**src/rtl/cond_exec_stage.sv**
```systemverilog
// rtl/cond_exec_stage.sv - execute-stage condition check, flag register and E->M pipeline register
module cond_exec_stage #(
  parameter int DATA_W = 32
) (
  input  logic              clk,
  input  logic              reset,
  input  logic              PCSrcE,
  input  logic              RegWriteE,
  input  logic              MemtoRegE,
  input  logic              MemWriteE,
  input  logic              BranchE,
  input  logic [1:0]        FlagWriteE,
  input  logic [3:0]        CondE,
  input  logic [3:0]        FlagsE,
  input  logic [3:0]        ALUFlags,
  input  logic [DATA_W-1:0] ALUResultE,
  input  logic [DATA_W-1:0] WriteDataE,
  input  logic [3:0]        WA3E,
  input  logic              StallM,
  input  logic              FlushM,
  output logic              PCSrcM,
  output logic              RegWriteM,
  output logic              MemtoRegM,
  output logic              MemWriteM,
  output logic [DATA_W-1:0] ALUResultM,
  output logic [DATA_W-1:0] WriteDataM,
  output logic [3:0]        WA3M,
  output logic [3:0]        Flags,
  output logic              CondExE,
  output logic              BranchTakenE
);

  logic n_e, z_e, c_e, v_e;
  logic [3:0] flags_q, flags_d;
  logic       flag_we;

  logic              pcsrc_q, regwrite_q, memtoreg_q, memwrite_q;
  logic [DATA_W-1:0] alu_q, wd_q;
  logic [3:0]        wa3_q;

  assign {n_e, z_e, c_e, v_e} = FlagsE;

  always_comb begin
    CondExE = 1'b0;
    unique case (CondE)
      4'h0: CondExE = z_e;
      4'h1: CondExE = ~z_e;
      4'h2: CondExE = c_e;
      4'h3: CondExE = ~c_e;
      4'h4: CondExE = n_e;
      4'h5: CondExE = ~n_e;
      4'h6: CondExE = v_e;
      4'h7: CondExE = ~v_e;
      4'h8: CondExE = c_e & ~z_e;
      4'h9: CondExE = ~c_e | z_e;
      4'hA: CondExE = (n_e == v_e);
      4'hB: CondExE = (n_e != v_e);
      4'hC: CondExE = ~z_e & (n_e == v_e);
      4'hD: CondExE = z_e | (n_e != v_e);
      4'hE: CondExE = 1'b1;
      default: CondExE = 1'b0;
    endcase
  end

  assign BranchTakenE = BranchE & CondExE & ~FlushM;

  // Flags only commit for an instruction that executes and actually leaves execute
  assign flag_we = CondExE & ~FlushM & ~StallM;

  always_comb begin
    flags_d = flags_q;
    if (FlagWriteE[1]) flags_d[3:2] = ALUFlags[3:2];
    if (FlagWriteE[0]) flags_d[1:0] = ALUFlags[1:0];
  end

  always_ff @(posedge clk or posedge reset) begin
    if (reset) begin
      flags_q <= 4'b0000;
    end else if (flag_we) begin
      flags_q <= flags_d;
    end
  end

  always_ff @(posedge clk or posedge reset) begin
    if (reset) begin
      pcsrc_q    <= 1'b0;
      regwrite_q <= 1'b0;
      memtoreg_q <= 1'b0;
      memwrite_q <= 1'b0;
      alu_q      <= '0;
      wd_q       <= '0;
      wa3_q      <= 4'h0;
    end else if (FlushM) begin
      pcsrc_q    <= 1'b0;
      regwrite_q <= 1'b0;
      memtoreg_q <= 1'b0;
      memwrite_q <= 1'b0;
      alu_q      <= '0;
      wd_q       <= '0;
      wa3_q      <= 4'h0;
    end else if (!StallM) begin
      pcsrc_q    <= PCSrcE & CondExE;
      regwrite_q <= RegWriteE & CondExE;
      memtoreg_q <= MemtoRegE;
      memwrite_q <= MemWriteE & CondExE;
      alu_q      <= ALUResultE;
      wd_q       <= WriteDataE;
      wa3_q      <= WA3E;
    end
  end

  assign PCSrcM     = pcsrc_q;
  assign RegWriteM  = regwrite_q;
  assign MemtoRegM  = memtoreg_q;
  assign MemWriteM  = memwrite_q;
  assign ALUResultM = alu_q;
  assign WriteDataM = wd_q;
  assign WA3M       = wa3_q;
  assign Flags      = flags_q;

endmodule

```
**config.mk**
```make
export PLATFORM = sky130hd
export DESIGN_NAME = cond_exec_stage
export DESIGN_NICKNAME = d
export VERILOG_FILES = /design/src/rtl/cond_exec_stage.sv
export SDC_FILE = /design/constraint.sdc
export NUM_CORES = 1
export LEC_CHECK = 0
export CORE_ASPECT_RATIO = 1.1
export CORE_UTILIZATION = 56
export DETAILED_ROUTE_END_ITERATION = 8
export DONT_BUFFER_PORTS = 1
export PLACE_DENSITY = 0.71
export SLEW_MARGIN = 20
export SYNTH_ARGS = -nofsm -noshare
export SYNTH_HDL_FRONTEND = slang
export SYNTH_SLANG_ARGS = --single-unit
```
**constraint.sdc**
```tcl
create_clock -name clk -period 2.35 [get_ports clk]
set_input_delay 0.235 -clock clk [delete_from_list [all_inputs] [get_ports clk]]
set_output_delay 0.235 -clock clk [all_outputs]
set_load 0.005 [all_outputs]
```
# Yosys cells after proc, flatten, opt, wreduce, memory -nomap -nowiden
# Index checks and enable logic that the tools add are counted.
dict set report op_classes {
  n_eq_ne 17
  n_reduce_logical 3
  bitwise 17
  muxes 15
}
# cell count
set op_table {}
lappend op_table {{2-to-1 mux 32 bit} 4}
lappend op_table {{equality test 4 bit (second input constant)} 7}
lappend op_table {{equality test 4 x 3 -> 1 bit (second input constant)} 4}
lappend op_table {{case mux 1 bit (15 select lines)} 1}
lappend op_table {{bitwise AND 1 bit} 9}
lappend op_table {{equality test 4 x 2 -> 1 bit (second input constant)} 2}
lappend op_table {{2-to-1 mux 1 bit} 8}
lappend op_table {{2-to-1 mux 4 bit} 2}
lappend op_table {{NOT 1 bit} 6}
lappend op_table {{equality test 4 x 1 -> 1 bit (second input constant)} 1}
lappend op_table {{logical NOT 4 bit} 1}
lappend op_table {{AND reduction 2 bit} 2}
lappend op_table {{!= test 2 x 1 -> 1 bit (second input constant)} 1}
lappend op_table {{bitwise OR 1 bit} 2}
lappend op_table {{equality test 1 bit} 1}
lappend op_table {{!= test 1 bit} 1}
dict set report word_totals {
  reg_bits 76
  out_inout_bits 78
}

# Logic depth before layout (Yosys ltp)
# Gate-level depths: netlist of run 1.
dict set report logic_depth {
  word_depth 6
  depth_mapped 6
}

# Least setup slack after synthesis of run 1
# Ideal clock, no wire load.
dict set report synth_path {
  path_kind {in2out}
  startpoint {input CondE[0]}
  endpoint {output BranchTakenE}
  path_stages 6
  path_slack_ns 0.522
  t_arrival_ns 1.593
  cell_sequence {buf_6 xnor3_1 a221oi_2 o211ai_2 or2_1 and3b_1}
}
dict set report synth_via {
  elab_chain_cells 4
}
# element line_no
set synth_lines {}
lappend synth_lines {{start: declaration} 13} ;# input logic [3:0] CondE,
lappend synth_lines {{equality test 4 bit, or another cell as far along} 45} ;# unique case (CondE)
lappend synth_lines {{case mux 1 bit (15 select lines) (*)} 45}
lappend synth_lines {{net CondExE} 29} ;# output logic CondExE,
lappend synth_lines {{bitwise AND 1 bit (*) (2 in a row)} 65} ;# assign BranchTakenE = BranchE & CondExE & ~FlushM;
lappend synth_lines {{end: declaration} 30} ;# output logic BranchTakenE
# Mark *: on every way through the listed nets, which the timed path passes. The rest lies on a longest branch.

# Worst setup path after layout of run 1
# Same ends and word-level chain as after synthesis.

==> results.toml, run 1 <==
[logic_synthesis]
ys_seq_elements = 76
synth_warnings = 0
synth_seq_area_share = 0.578
synth.area.top_cells = "dfrtp_1, mux2i_1, nor2_1"
netlist_instances = 276
syn-num-nets = 367
synth.largest_area_cell = "dfrtp_1"
avgSynthCellArea_um2 = 11.9
yosys.area.top_type_share = 0.578
synth_area_um2 = 3290
synth.distinct_cells = 33

[placement]
gp_congestion = 0.729
dp_cells = 335
hpwlAfterDp_um = 4370
portBuffers = 0

[critical_path]
crit_path_end = "BranchTakenE"
rrSetupSlack_ns = 1.54
r2r_end = "Flags[2]"
cp_max_fo = 9
reg2reg_depth = 1
r2r_start = "Flags[2]"
crit_start = "CondE[0]"
critPathRequiredTime_ns = 2.12
cp-start-kind = "input port"
cp.arrival_ns = 1.61
worstSetupPathType = "input port to primary output"
cp-end-kind = "primary output"

[sta]
max-slew-margin-rel = 0.751
period_share = 0.786
period_minus_slack_ns = 1.85
setup-tns-final_ns = 0
rsz0062_at_grt = "no"
finalSetupViolCount = 0
final_max_slew_viol_count = 0
tightest_slew_ns = 0.367
worst_clock_skew_ns = 0
max_freq_mhz = 542
hold_viol = 0

[run]
maxCapViolCount = 0

[floorplan]
core_um2 = 5540
rows = 28
fp.dieArea_um2 = 6180
ios = 169
die_width_um = 75.1
die_y_um = 82.4
start_util = 0.594

[grt]
antenna_found_initial = 0
grt_pass1_wl_um = 9180
grt.total_usage = 0.205
gr-total-overflow = 0
grt_max_degree = 77
grt_pass1_vias = 1867

[pwr]
p_leak_uw = 0.00181
cellPowerDensity_nw_per_um2 = 751
peakVddDrop_uv = 415

[route]
dr_total_vias = 1977
wl_um = 6300
routedWlPerCell_um = 17.8
dr.pass1.iters = 4
drc_errors = 0
drt_iter0_markers = 79
drt-vias-per-instance = 5.60
postRouteAntennaNets = 0

[cts]
cts_root_buf = "clkbuf_8"
path_clk_slew_ns = 0.07
cts-resized-gates = 0
cts_sinks = 76
cts_buffer_depth = 2
cts_tree = "done"
htreeDepth = 3
ctsHoldBuffers = 2
insertion_delay_ns = 0.33
cts_setup_buffers = 0
cts_made_buffers = 9

[cells_and_area]
drive_above_1_share = 0.101
final_cells = 353
final_cell_mix = "dfrtp_1, nor2_1, mux2i_1, clkbuf_8"
nets = 364
antenna_cells = 0
final_common_cell = "dfrtp_1"
area_delta_synth_final_pct = 8.49

[min_path]
hp-start = "ALUFlags[3]"
hold_depth = 1
hp-class = "input port to register"

[outcome]
outcome = "completed"
[cell type report]
cell class | count | area [um^2]
clock buffers | 12 | 155
clock inverters | 4 | 47.5
fillers | 487 | 1970
inverters | 1 | 3.75
multi-input cells | 181 | 1300
flip-flops and latches | 76 | 1900
well taps | 75 | 93.8
repair buffers | 4 | 65.1
[where the power goes]
| part | total, uW | switching (uW) | internal [uW] |
|---|---|---|---|
| clock | 981 | 436 | 545 |
| combinational | 224 | 107 | 117 |
| sequential | 1470 | 73.4 | 1400 |
| total | 2680 | 616 | 2060 |
[critical path: stages]
cell and delay, ns:
xnor3_1 0.37, a221oi_2 0.35, o211ai_2 0.19, or2_1 0.27
and3b_1 0.20
[stage by stage]
step	utilization	instance area, um^2	worst slack [ns]	total power, uW	hold WS, ns
4_1_cts	0.644	3570	0.503	2710	0.0146
3_3_place_gp	0.601	3330	0.550	1700	0.113
6_report	0.644	3570	0.504	2680	0.0286
2_1_floorplan	-	3290	0.177	1700	0.367
5_1_grt	0.644	3570	0.408	2800	0.0116
3_5_place_dp	0.601	3330	0.503	1710	0.115
[synth_stat cells, drive strengths merged]
cell type,number
and2b,1
nor2,70
a21oi,3
mux2,4
xnor3,1
xor2,2
or3b,1
mux2i,70
nor2b,4
nand2,4
nand3b,1
xnor2,1
a221oi,1
clkbuf,8
nor4b,1
a22oi,1
o211ai,3
a2bb2oi,1
or4b,1
buf,10
or2,1
dfrtp,76
nand4,1
or3,1
inv,1
and3b,2
o21ai,4
and2,1
nor3b,1
[layer usage]
layer,vias up,routed length [um],track usage
met5,-,0,0
met4,0,73,0.0736
met3,7,734,0.106
met2,101,3060,0.320
met1,944,2440,0.241
li1,925,-,-
[logic make-up after synthesis]
family          synth area share
mux                        0.228
compound gates            0.0316
simple gates               0.121
xor+xnor                  0.0148
flops                      0.578
buf+inv                   0.0263
[sequential cells by signal, indices dropped and copies added (netlist names)]
name,flops
Flags,4
PCSrcM,1
MemtoRegM,1
RegWriteM,1
ALUResultM,32
WriteDataM,32
WA3M,4
MemWriteM,1
[worst min-delay path by stage]
stage / endpoint / slack (ns)
6_report: Flags[3] / 0.03
5_1_grt: Flags[1] / 0.01
4_1_cts: Flags[3] / 0.01
3_5_place_dp: WriteDataM[13] / 0.12
3_3_place_gp: WriteDataM[13] / 0.11
2_1_floorplan: Flags[1] / 0.37
Note: power is estimated with default switching activity, not from simulation.
==> run 2, diff against run 1 <==
==> constraint.sdc (replaced) <==
create_clock -name clk -period 1.75 [get_ports clk]
set_input_delay 0.175 -clock clk [delete_from_list [all_inputs] [get_ports clk]]
set_output_delay 0.175 -clock clk [all_outputs]
set_load 0.005 [all_outputs]
==> run 2 against run 1 <==
- register-to-register slack got worse by 1.1 ns
- worst setup slack got worse by 0.44 ns
- largest cell class unchanged
- final area increased by 15%
- non-clock buffer count increased by 55
- worst hold slack got worse by 0.015 ns
- utilization increased by 9.9 points
- sequential power increased by 35%
==> results.toml, run 2 (synthesis results as in run 1) <==
[grt]
grt_pass1_vias = 2253
grt_pass1_wl_um = 10800
gr-total-overflow = 0
grt.total_usage = 0.240
grt_max_degree = 75
antenna_found_initial = 0

[route]
dr_total_vias = 2253
drt-vias-per-instance = 5.52
dr.pass1.iters = 4
drc_errors = 0
postRouteAntennaNets = 0
wl_um = 7460
routedWlPerCell_um = 18.3
drt_iter0_markers = 112

[sta]
worst_clock_skew_ns = 0
period_share = 0.965
max-slew-margin-rel = 0.680
setup-tns-final_ns = 0
tightest_slew_ns = 0.480
final_max_slew_viol_count = 0
rsz0062_at_grt = "yes"
hold_viol = 0
finalSetupViolCount = 0
period_minus_slack_ns = 1.69
finalWorstSetupSlack_ns = 0.0618
max_freq_mhz = 592

[cts]
htreeDepth = 3
cts_tree = "done"
cts_buffer_depth = 2
path_clk_slew_ns = 0.08
cts_sinks = 76
cts_made_buffers = 9
insertion_delay_ns = 0.32
cts_root_buf = "clkbuf_8"
cts-resized-gates = 0

[floorplan]
die_y_um = 82.4
core_um2 = 5540
die_width_um = 75.1
start_util = 0.594
rows = 28
fp.dieArea_um2 = 6180
ios = 169

[outcome]
outcome = "completed"

[critical_path]
worstSetupPathType = "input port to primary output"
critPathRequiredTime_ns = 1.57
cp_max_fo = 9
cp-end-kind = "primary output"
cp.arrival_ns = 1.51
cp-start-kind = "input port"

[placement]
dp_cells = 335
hpwlAfterDp_um = 4210
portBuffers = 0
pre_cts_ws_ns = 0.0187
gp_congestion = 0.699

[pwr]
cellPowerDensity_nw_per_um2 = 927
finalPower_uw = 3820
peakVddDrop_uv = 627
p_leak_uw = 0.00203

[cells_and_area]
final_cells = 408
nets = 419
drive_above_1_share = 0.0931
area_delta_synth_final_pct = 25.2
final_common_cell = "dfrtp_1"
final_cell_mix = "dfrtp_1, nor2_1, mux2i_1, dlygate4sd3_1, clkbuf_8"
antenna_cells = 0
n_fill_cell = 394

[run]
maxCapViolCount = 0

[min_path]
hp-class = "input port to register"
[run 2: changes by cell type in the layout (fill, tap and decap cells not counted), sizes merged]
cell         previous run  this run
clkbuf                 12        10
bufinv                  1         2
buf                     3         6
inv                     1         0
dlygate4sd3             1        53
clkinvlp                1         3
[run 2: per-layer routing]
metal  GRT usage  vias up  share of wire
met5           0        -              0
met4       0.128        0          0.021
met3      0.0813       16          0.099
met2       0.409      126           0.51
met1       0.262     1080           0.36
li1            -     1031              -
[run 2: worst paths after layout]
check	startpoint	end	slack, ns	cells past startpoint
min reg2reg	Flags[1]	Flags[1]	0.53	1
min	WriteDataE[14]	WriteDataM[14]	0.01	2
max in group asynchronous	reset	WriteDataM[30]	0.93	3
max reg2reg	ALUResultM[25]	ALUResultM[25]	0.46	3
max	CondE[0]	BranchTakenE	0.06	5
min in group asynchronous	reset	ALUResultM[22]	0.46	3
[run 2: repair_timing]
action,CTS,global route
hold buffers,52,2
buffers inserted,0,3
endpoints found under the hold margin,152,2
setup endpoints to repair,0,1
[run 2: cell type report]
cell class	count	area, um^2	area share
clock inverter	6	88.8	0.0216
inverter	1	7.51	0.00182
sequential	76	1900	0.462
multi-input combinational	181	1300	0.316
timing repair buffer	59	596	0.145
tap	75	93.8	0.0228
clock buffer	10	128	0.0310
[run 2: report_power, final]
group	internal, uW	switching (uW)
combinational	242	177
clock	803	612
sequential	1880	103
[run 2: per-stage QoR]
stage | hold WS, ns | util | cell area [um^2]
floorplan | 0.307 | - | 3290
detailed placement | 0.216 | 0.599 | 3320
CTS | 0.000361 | 0.736 | 4070
global placement | 0.211 | 0.599 | 3320
finish | 0.0132 | 0.743 | 4120
global route | 0.00917 | 0.743 | 4120
[run 2: worst max-delay path: stages]
cell and delay (ns):
xnor3_1 0.39, a221oi_2 0.32, o211ai_2 0.17, or2_1 0.26, and3b_1 0.20
